[config.mk]
export PLATFORM = sky130hd
export DESIGN_NAME = kypd_emulator
export DESIGN_NICKNAME = d
export VERILOG_FILES = /design/src/rtl/kypd_pkg.sv /design/src/rtl/kypd_col_sync.sv /design/src/rtl/kypd_emulator.sv
export SDC_FILE = /design/constraint.sdc
export NUM_CORES = 1
export LEC_CHECK = 0
export BUFFER_PORTS_ARGS = -buffer_cell sky130_fd_sc_hd__buf_2
export CELL_PAD_IN_SITES_DETAIL_PLACEMENT = 1
export CELL_PAD_IN_SITES_GLOBAL_PLACEMENT = 1
export CORE_MARGIN = 10
export CORE_UTILIZATION = 30
export DETAILED_ROUTE_END_ITERATION = 16
export PLACE_DENSITY_LB_ADDON = 0.1
export RECOVER_POWER = 100
export SLEW_MARGIN = 10
export SYNTH_ARGS = -nofsm -noshare
export SYNTH_HDL_FRONTEND = slang
export SYNTH_SLANG_ARGS = --single-unit
export TNS_END_PERCENT = 30
[constraint.sdc]
create_clock -name clk -period 2.5 [get_ports clk]
set_input_delay 0.5 -clock clk [delete_from_list [all_inputs] [get_ports clk]]
set_output_delay 0.5 -clock clk [all_outputs]
set_load 0.05 [all_outputs]
[src/rtl/kypd_pkg.sv]
// rtl/kypd_pkg.sv - shared keypad patterns, state type and key map helpers
package kypd_pkg;

   // Active-low one-hot column strobes driven by the scanner
   localparam logic [3:0] COL_C0 = 4'b0111;
   localparam logic [3:0] COL_C1 = 4'b1011;
   localparam logic [3:0] COL_C2 = 4'b1101;
   localparam logic [3:0] COL_C3 = 4'b1110;

   // Active-low one-hot row lines returned to the scanner
   localparam logic [3:0] ROW_R0 = 4'b0111;
   localparam logic [3:0] ROW_R1 = 4'b1011;
   localparam logic [3:0] ROW_R2 = 4'b1101;
   localparam logic [3:0] ROW_R3 = 4'b1110;

   // No row pulled low
   localparam logic [3:0] ROW_IDLE = 4'b1111;

   typedef enum logic [1:0] {
      ST_IDLE    = 2'd0,
      ST_PRESS   = 2'd1,
      ST_RELEASE = 2'd2
   } kypd_state_t;

   // Column strobe under which a key is visible
   function automatic logic [3:0] key_to_col(input logic [3:0] code);
      logic [3:0] col;
      case (code)
         4'h1, 4'h4, 4'h7, 4'h0: col = COL_C0;
         4'h2, 4'h5, 4'h8, 4'hF: col = COL_C1;
         4'h3, 4'h6, 4'h9, 4'hE: col = COL_C2;
         default:                col = COL_C3;
      endcase
      return col;
   endfunction

   // Row line a key pulls low when its column is strobed
   function automatic logic [3:0] key_to_row(input logic [3:0] code);
      logic [3:0] row;
      case (code)
         4'h1, 4'h2, 4'h3, 4'hA: row = ROW_R0;
         4'h4, 4'h5, 4'h6, 4'hB: row = ROW_R1;
         4'h7, 4'h8, 4'h9, 4'hC: row = ROW_R2;
         default:                row = ROW_R3;
      endcase
      return row;
   endfunction

endpackage

[src/rtl/kypd_col_sync.sv]
// rtl/kypd_col_sync.sv - 2-flop synchronizer for the scanner column strobes
module kypd_col_sync (
   input  logic       clk,
   input  logic       rst_n,
   input  logic [3:0] i_col,
   output logic [3:0] o_col_sync
);

   logic [3:0] r_meta;
   logic [3:0] r_sync;

   // Two-stage capture; reset to "no column strobed"
   always_ff @(posedge clk or negedge rst_n) begin
      if (!rst_n) begin
         r_meta <= 4'b1111;
         r_sync <= 4'b1111;
      end else begin
         r_meta <= i_col;
         r_sync <= r_meta;
      end
   end

   assign o_col_sync = r_sync;

endmodule

[src/rtl/kypd_emulator.sv]
// rtl/kypd_emulator.sv - PmodKYPD far-end responder: holds a requested key for a fixed time
module kypd_emulator
   import kypd_pkg::*;
#(
   parameter int HOLD_CYCLES = 400000,
   parameter int GAP_CYCLES  = 400000
) (
   input  logic       clk,
   input  logic       rst_n,
   input  logic [3:0] key_code,
   input  logic       key_valid,
   output logic       key_ready,
   input  logic       key_abort,
   input  logic [3:0] Col,
   output logic [3:0] Row,
   output logic       key_active,
   output logic       busy
);

   localparam int MAX_CYCLES = (HOLD_CYCLES > GAP_CYCLES) ? HOLD_CYCLES : GAP_CYCLES;
   localparam int CNT_W      = $clog2(MAX_CYCLES + 1);
   localparam logic [CNT_W-1:0] HOLD_LOAD = CNT_W'(HOLD_CYCLES - 1);
   localparam logic [CNT_W-1:0] GAP_LOAD  = CNT_W'(GAP_CYCLES - 1);

   kypd_state_t      r_state;
   logic [CNT_W-1:0] r_cnt;
   logic [3:0]       r_code;
   logic             r_key_ready;
   logic             r_key_active;
   logic             r_busy;
   logic [3:0]       r_row;
   logic [3:0]       w_col_sync;
   logic             w_col_match;

   kypd_col_sync u_col_sync (
      .clk        (clk),
      .rst_n      (rst_n),
      .i_col      (Col),
      .o_col_sync (w_col_sync)
   );

   // Key is only visible while pressed and its own column is strobed alone
   assign w_col_match = (r_state == ST_PRESS) && (w_col_sync == key_to_col(r_code));

   // Press/release sequencer; outputs registered alongside the state
   always_ff @(posedge clk or negedge rst_n) begin
      if (!rst_n) begin
         r_state      <= ST_IDLE;
         r_cnt        <= '0;
         r_code       <= '0;
         r_key_ready  <= 1'b1;
         r_key_active <= 1'b0;
         r_busy       <= 1'b0;
      end else begin
         case (r_state)
            ST_IDLE: begin
               if (key_valid && r_key_ready) begin
                  r_code       <= key_code;
                  r_cnt        <= HOLD_LOAD;
                  r_state      <= ST_PRESS;
                  r_key_ready  <= 1'b0;
                  r_key_active <= 1'b1;
                  r_busy       <= 1'b1;
               end
            end
            ST_PRESS: begin
               if ((r_cnt == '0) || key_abort) begin
                  r_cnt        <= GAP_LOAD;
                  r_state      <= ST_RELEASE;
                  r_key_active <= 1'b0;
               end else begin
                  r_cnt <= r_cnt - 1'b1;
               end
            end
            ST_RELEASE: begin
               if (r_cnt == '0) begin
                  r_state     <= ST_IDLE;
                  r_key_ready <= 1'b1;
                  r_busy      <= 1'b0;
               end else begin
                  r_cnt <= r_cnt - 1'b1;
               end
            end
            default: begin
               r_state      <= ST_IDLE;
               r_key_ready  <= 1'b1;
               r_key_active <= 1'b0;
               r_busy       <= 1'b0;
            end
         endcase
      end
   end

   // Registered row drive; third edge after a Col change lands here
   always_ff @(posedge clk or negedge rst_n) begin
      if (!rst_n) begin
         r_row <= ROW_IDLE;
      end else begin
         r_row <= w_col_match ? key_to_row(r_code) : ROW_IDLE;
      end
   end

   assign Row        = r_row;
   assign key_ready  = r_key_ready;
   assign key_active = r_key_active;
   assign busy       = r_busy;

endmodule

==> report_table.html <==
<table>
<tr><th>Metric</th><th>Value</th></tr>
<tr><th colspan="2">Status</th></tr>
<tr><td>Run status</td><td>complete, but fails checks</td></tr>
<tr><td>Violations in the final reports</td><td>capacitance limit, slew limit</td></tr>
<tr><th colspan="2">GRT</th></tr>
<tr><td>M1 GR Usage</td><td>15.0%</td></tr>
<tr><td>Tot GR Track Use</td><td>11.4%</td></tr>
<tr><td>Global route total overflow</td><td>0</td></tr>
<tr><td>Maximum number of pins on one net before global-route repair</td><td>34</td></tr>
<tr><td>Antenna violations before repair</td><td>0</td></tr>
<tr><td>First-pass GRT wire length</td><td>10,700 um</td></tr>
<tr><td>Global-route met3 utilization</td><td>3.30%</td></tr>
<tr><td>GRT Max-Usage Layer</td><td>met2</td></tr>
<tr><td>Vias in the first global route</td><td>2,002</td></tr>
<tr><td>Met2 Resource Use GR</td><td>18.0%</td></tr>
<tr><th colspan="2">Yosys</th></tr>
<tr><td>Synthesized flop and latch total</td><td>40</td></tr>
<tr><td>Portion of the post-synthesis area used by sequential elements</td><td>43.0%</td></tr>
<tr><td>Post-synth net total</td><td>267</td></tr>
<tr><td>Post-Synthesis Mean Instance Area</td><td>9.61 sq um</td></tr>
<tr><td>Total of warnings raised by yosys</td><td>0</td></tr>
<tr><td>Primary FF master, synth</td><td>dfrtp_1</td></tr>
<tr><td>Number of standard cells after synthesis</td><td>246</td></tr>
<tr><td>Post-synth ARST share</td><td>100%</td></tr>
<tr><td>Post-synthesis instance area</td><td>0.00236 sq mm</td></tr>
<tr><td>Number of library cell types mapped by synthesis</td><td>55</td></tr>
<tr><td>Count of flip-flops with a built-in enable after synthesis</td><td>0</td></tr>
<tr><th colspan="2">Critical path</th></tr>
<tr><td>Required time at the worst-slack endpoint</td><td>2.69 ns</td></tr>
<tr><td>Crit Path Class</td><td>register to register</td></tr>
<tr><td>Maximum fanout along the worst path</td><td>8</td></tr>
<tr><td>Reg2reg start</td><td>r_cnt[5]</td></tr>
<tr><td>Worst stage delay on the critical path</td><td>0.67 ns</td></tr>
<tr><td>Critical-path cell list</td><td>or4_1, nor4_4, a31o_1, buf_4, nor4_1, o21bai_1</td></tr>
<tr><td>Type of origin of the critical path</td><td>register</td></tr>
<tr><td>Combined buffer and inverter count along the critical path</td><td>1</td></tr>
<tr><td>Cell family contributing the most delay on the critical path</td><td>simple AND/OR/NAND/NOR gates</td></tr>
<tr><td>Kind of end point of the critical path</td><td>register</td></tr>
<tr><td>Logic depth of the worst setup path including buffers</td><td>6</td></tr>
<tr><td>Crit path max-delay cell type</td><td>or4_1</td></tr>
<tr><td>FF-to-FF End</td><td>r_cnt[13]</td></tr>
<tr><td>Worst Reg2Reg Path Length in Cells</td><td>6</td></tr>
<tr><td>Data arrival, critical path</td><td>2.50 ns</td></tr>
<tr><td>Reg2reg setup slack</td><td>0.19 ns</td></tr>
<tr><th colspan="2">Worst hold path</th></tr>
<tr><td>Classification of the worst-slack hold path</td><td>input pin to register</td></tr>
<tr><td>Hold path cells</td><td>1</td></tr>
<tr><td>WHS Endpoint</td><td>u_col_sync.r_meta[1]</td></tr>
<tr><td>Launch point of the worst hold path</td><td>Col[1]</td></tr>
<tr><th colspan="2">Clock tree</th></tr>
<tr><td>Number of H-tree levels</td><td>2</td></tr>
<tr><td>Cell at the root of the clock tree</td><td>clkbuf_8</td></tr>
<tr><td>Total clock sinks</td><td>40</td></tr>
<tr><td>Clock slew at reported path FFs</td><td>0.08 ns</td></tr>
<tr><td>Clock insertion delay at the later pin of the skew report</td><td>0.30 ns</td></tr>
<tr><td>Post CTS Setup Buffer Count</td><td>0</td></tr>
<tr><td>Clock tree from TritonCTS</td><td>done</td></tr>
<tr><td>Worst-case clock buffer depth</td><td>2</td></tr>
<tr><td>CTS buffer count</td><td>5</td></tr>
<tr><th colspan="2">Die</th></tr>
<tr><td>Die H</td><td>109 um</td></tr>
<tr><td>Area of the die</td><td>0.0118 sq mm</td></tr>
<tr><td>Initial Util</td><td>30.7%</td></tr>
<tr><td>Die width</td><td>109 um</td></tr>
<tr><td>I/O pin count</td><td>19</td></tr>
<tr><td>Placement Rows</td><td>32</td></tr>
<tr><td>Placeable Area</td><td>0.00769 sq mm</td></tr>
<tr><th colspan="2">Timing</th></tr>
<tr><td>Worst Hold Slack</td><td>0.288 ns</td></tr>
<tr><td>Transition time at the pin with the least slew margin</td><td>1.86 ns</td></tr>
<tr><td>Final Skew</td><td>0.00612 ns</td></tr>
<tr><td>Worst slew slack as a fraction of its limit</td><td>-24.3%</td></tr>
<tr><td>Setup repair after global routing missed its margin</td><td>no</td></tr>
<tr><td>Endpoints failing setup</td><td>0</td></tr>
<tr><td>Min Tclk post-route</td><td>2.31 ns</td></tr>
<tr><td>Setup TNS</td><td>0 ns</td></tr>
<tr><td>Final Max Slew Viols</td><td>34</td></tr>
<tr><td>Final hold violations</td><td>0</td></tr>
<tr><td>Final cycle utilization of the critical path</td><td>92.4%</td></tr>
<tr><td>Maximum operating frequency</td><td>433 MHz</td></tr>
<tr><td>Final critical-path setup slack</td><td>0.191 ns</td></tr>
<tr><th colspan="2">Route</th></tr>
<tr><td>Post-Route WL</td><td>6350 um</td></tr>
<tr><td># DRC</td><td>0</td></tr>
<tr><td>Average wire per cell in the routed design</td><td>16.7 um</td></tr>
<tr><td>Via-per-instance ratio</td><td>5.24</td></tr>
<tr><td>Routed vias</td><td>1,993</td></tr>
<tr><td>First-pass iteration count of the detailed router</td><td>4</td></tr>
<tr><td>Detail Route Antenna Nets</td><td>0</td></tr>
<tr><td>First DRT Iteration DRCs</td><td>109</td></tr>
<tr><th colspan="2">Place</th></tr>
<tr><td>Instance area at placement</td><td>0.00264 sq mm</td></tr>
<tr><td>Placement Setup Slack</td><td>0.169 ns</td></tr>
<tr><td>Number of port buffers</td><td>18</td></tr>
<tr><td>Final Wtd Congestion</td><td>0.770</td></tr>
<tr><td>HPWL after detailed placement</td><td>4690 um</td></tr>
<tr><th colspan="2">Finish</th></tr>
<tr><td>Most common library cell in the layout ignoring fill and taps</td><td>dfrtp_1</td></tr>
<tr><td>Fraction of layout cells with a size suffix above 1</td><td>25.2%</td></tr>
<tr><td>Diodes inserted</td><td>0</td></tr>
<tr><td>Leading cell types in the layout, fill and taps excluded</td><td>dfrtp_1 (27), nor2_1 (26), o21ai_0 (15), inv_1 (14)</td></tr>
<tr><td>Cell area after layout</td><td>0.00277 sq mm</td></tr>
<tr><td>Area Overhead vs Synth</td><td>17.3%</td></tr>
<tr><td>Number of nets in the finished design</td><td>298</td></tr>
<tr><td>Number of filler instances in the final layout</td><td>914</td></tr>
<tr><th colspan="2">Power and ir drop</th></tr>
<tr><td>Worst voltage drop across the vdd grid</td><td>0.000234 V</td></tr>
<tr><td>Power density over the cells</td><td>489 mW/mm^2</td></tr>
<tr><td>Static power due to leakage</td><td>0.00116 uW</td></tr>
<tr><th colspan="2">Flow run</th></tr>
<tr><td>Reported max-cap violation count</td><td>1</td></tr>
</table>
through the flow:
step / utilization [%] / cells / power (uW)
5_1_grt: 36.1 / 380 / 1420
3_3_place_gp: 34.4 / 372 / 707
3_5_place_dp: 34.4 / 372 / 708
2_1_floorplan: - / 246 / 680
4_1_cts: 36.3 / 380 / 1380
6_report: 36.1 / 380 / 1360
cell usage after synthesis (2+ instances only):
master,instances,area [sq um]
nor3_1,6,30.0
dfstp_2,13,342
mux2_2,4,45.0
a22o_2,3,30.0
a21oi_1,13,65.1
a31oi_1,6,37.5
inv_1,14,52.6
ha_1,9,113
xnor2_1,2,17.5
nor4_1,9,56.3
a211oi_1,5,37.5
o21ai_0,15,75.1
nand2_1,13,48.8
o2bb2ai_1,2,17.5
a22oi_1,2,15.0
a31o_2,3,26.3
nor2b_1,5,31.3
and3_1,2,12.5
clkbuf_1,6,22.5
dfrtp_1,27,676
or2_2,5,31.3
nand4_1,4,25.0
nand3_1,4,20.0
a21o_1,2,15.0
nor2_1,26,97.6
a2bb2oi_1,3,26.3
a221oi_1,9,78.8
or4_1,3,22.5
xor2_1,2,17.5
buf_4,2,15.0
o31ai_1,3,22.5
worst max-delay path by stage:
| stage | startpoint | to | slack (ns) |
|---|---|---|---|
| global placement | r_cnt[0] | r_cnt[10] | 0.15 |
| finish | r_cnt[5] | r_cnt[13] | 0.19 |
| detailed placement | r_cnt[5] | r_cnt[10] | 0.17 |
| CTS | r_cnt[5] | r_cnt[10] | 0.14 |
| global route | r_cnt[5] | r_cnt[11] | 0.02 |
| floorplan | r_cnt[13] | r_cnt[10] | 0.37 |
layer usage:
| layer | share of wire [%] | wire length (um) | up-vias |
|---|---|---|---|
| met1 | 49 | 3080 | 982 |
| met2 | 47 | 2960 | 28 |
| met3 | 4.1 | 262 | 5 |
| li1 | - | - | 978 |
| met4 | 0.74 | 47 | 0 |
| met5 | 0 | 0 | - |
sequential cells by signal (all words and copies together), names as in the netlist:
name                   flops
Row                        4
busy                       1
key_active                 1
key_ready                  1
r_cnt                     19
r_code                     4
r_state                    2
u_col_sync.o_col_sync      4
u_col_sync.r_meta          4
report_power, final:
part | switching (uW) | internal [uW] | leakage [uW]
clock network | 245 | 419 | 0.0000747
logic | 21.2 | 10.0 | 0.000630
registers | 2.40 | 659 | 0.000458
total | 269 | 1090 | 0.00116
final cells by class:
| cell class | count | area, sq um | area share (%) |
|---|---|---|---|
| Clock inverter | 1 | 30.0 | 1.08 |
| Multi-Input combinational cell | 181 | 1230 | 44.4 |
| Timing Repair Buffer | 35 | 194 | 6.99 |
| Clock buffer | 7 | 119 | 4.29 |
| Sequential cell | 40 | 1020 | 36.7 |
| Inverter | 14 | 52.6 | 1.90 |
| Tap cell | 102 | 128 | 4.60 |
repair_timing:
action / in CTS / in global routing
hold buffers: 0 / 0
setup endpoints to repair: 0 / 1
endpoints found under the hold margin: 0 / 0
resized for setup: 0 / 1
kinds of logic after synthesis:
logic type               count (synthesis)  synth area share, %
multiplexers                             6                 3.28
AO/OA/AOI/OAI                           76                 22.8
XOR/XNOR                                 4                 1.48
adder cells (fa/ha/maj)                  9                 4.76
AND/OR/NAND/NOR                         86                 19.5
buffers and inverters                   25                 5.08
flip-flops                              40                 43.0
(Power assumes the default switching activity.)
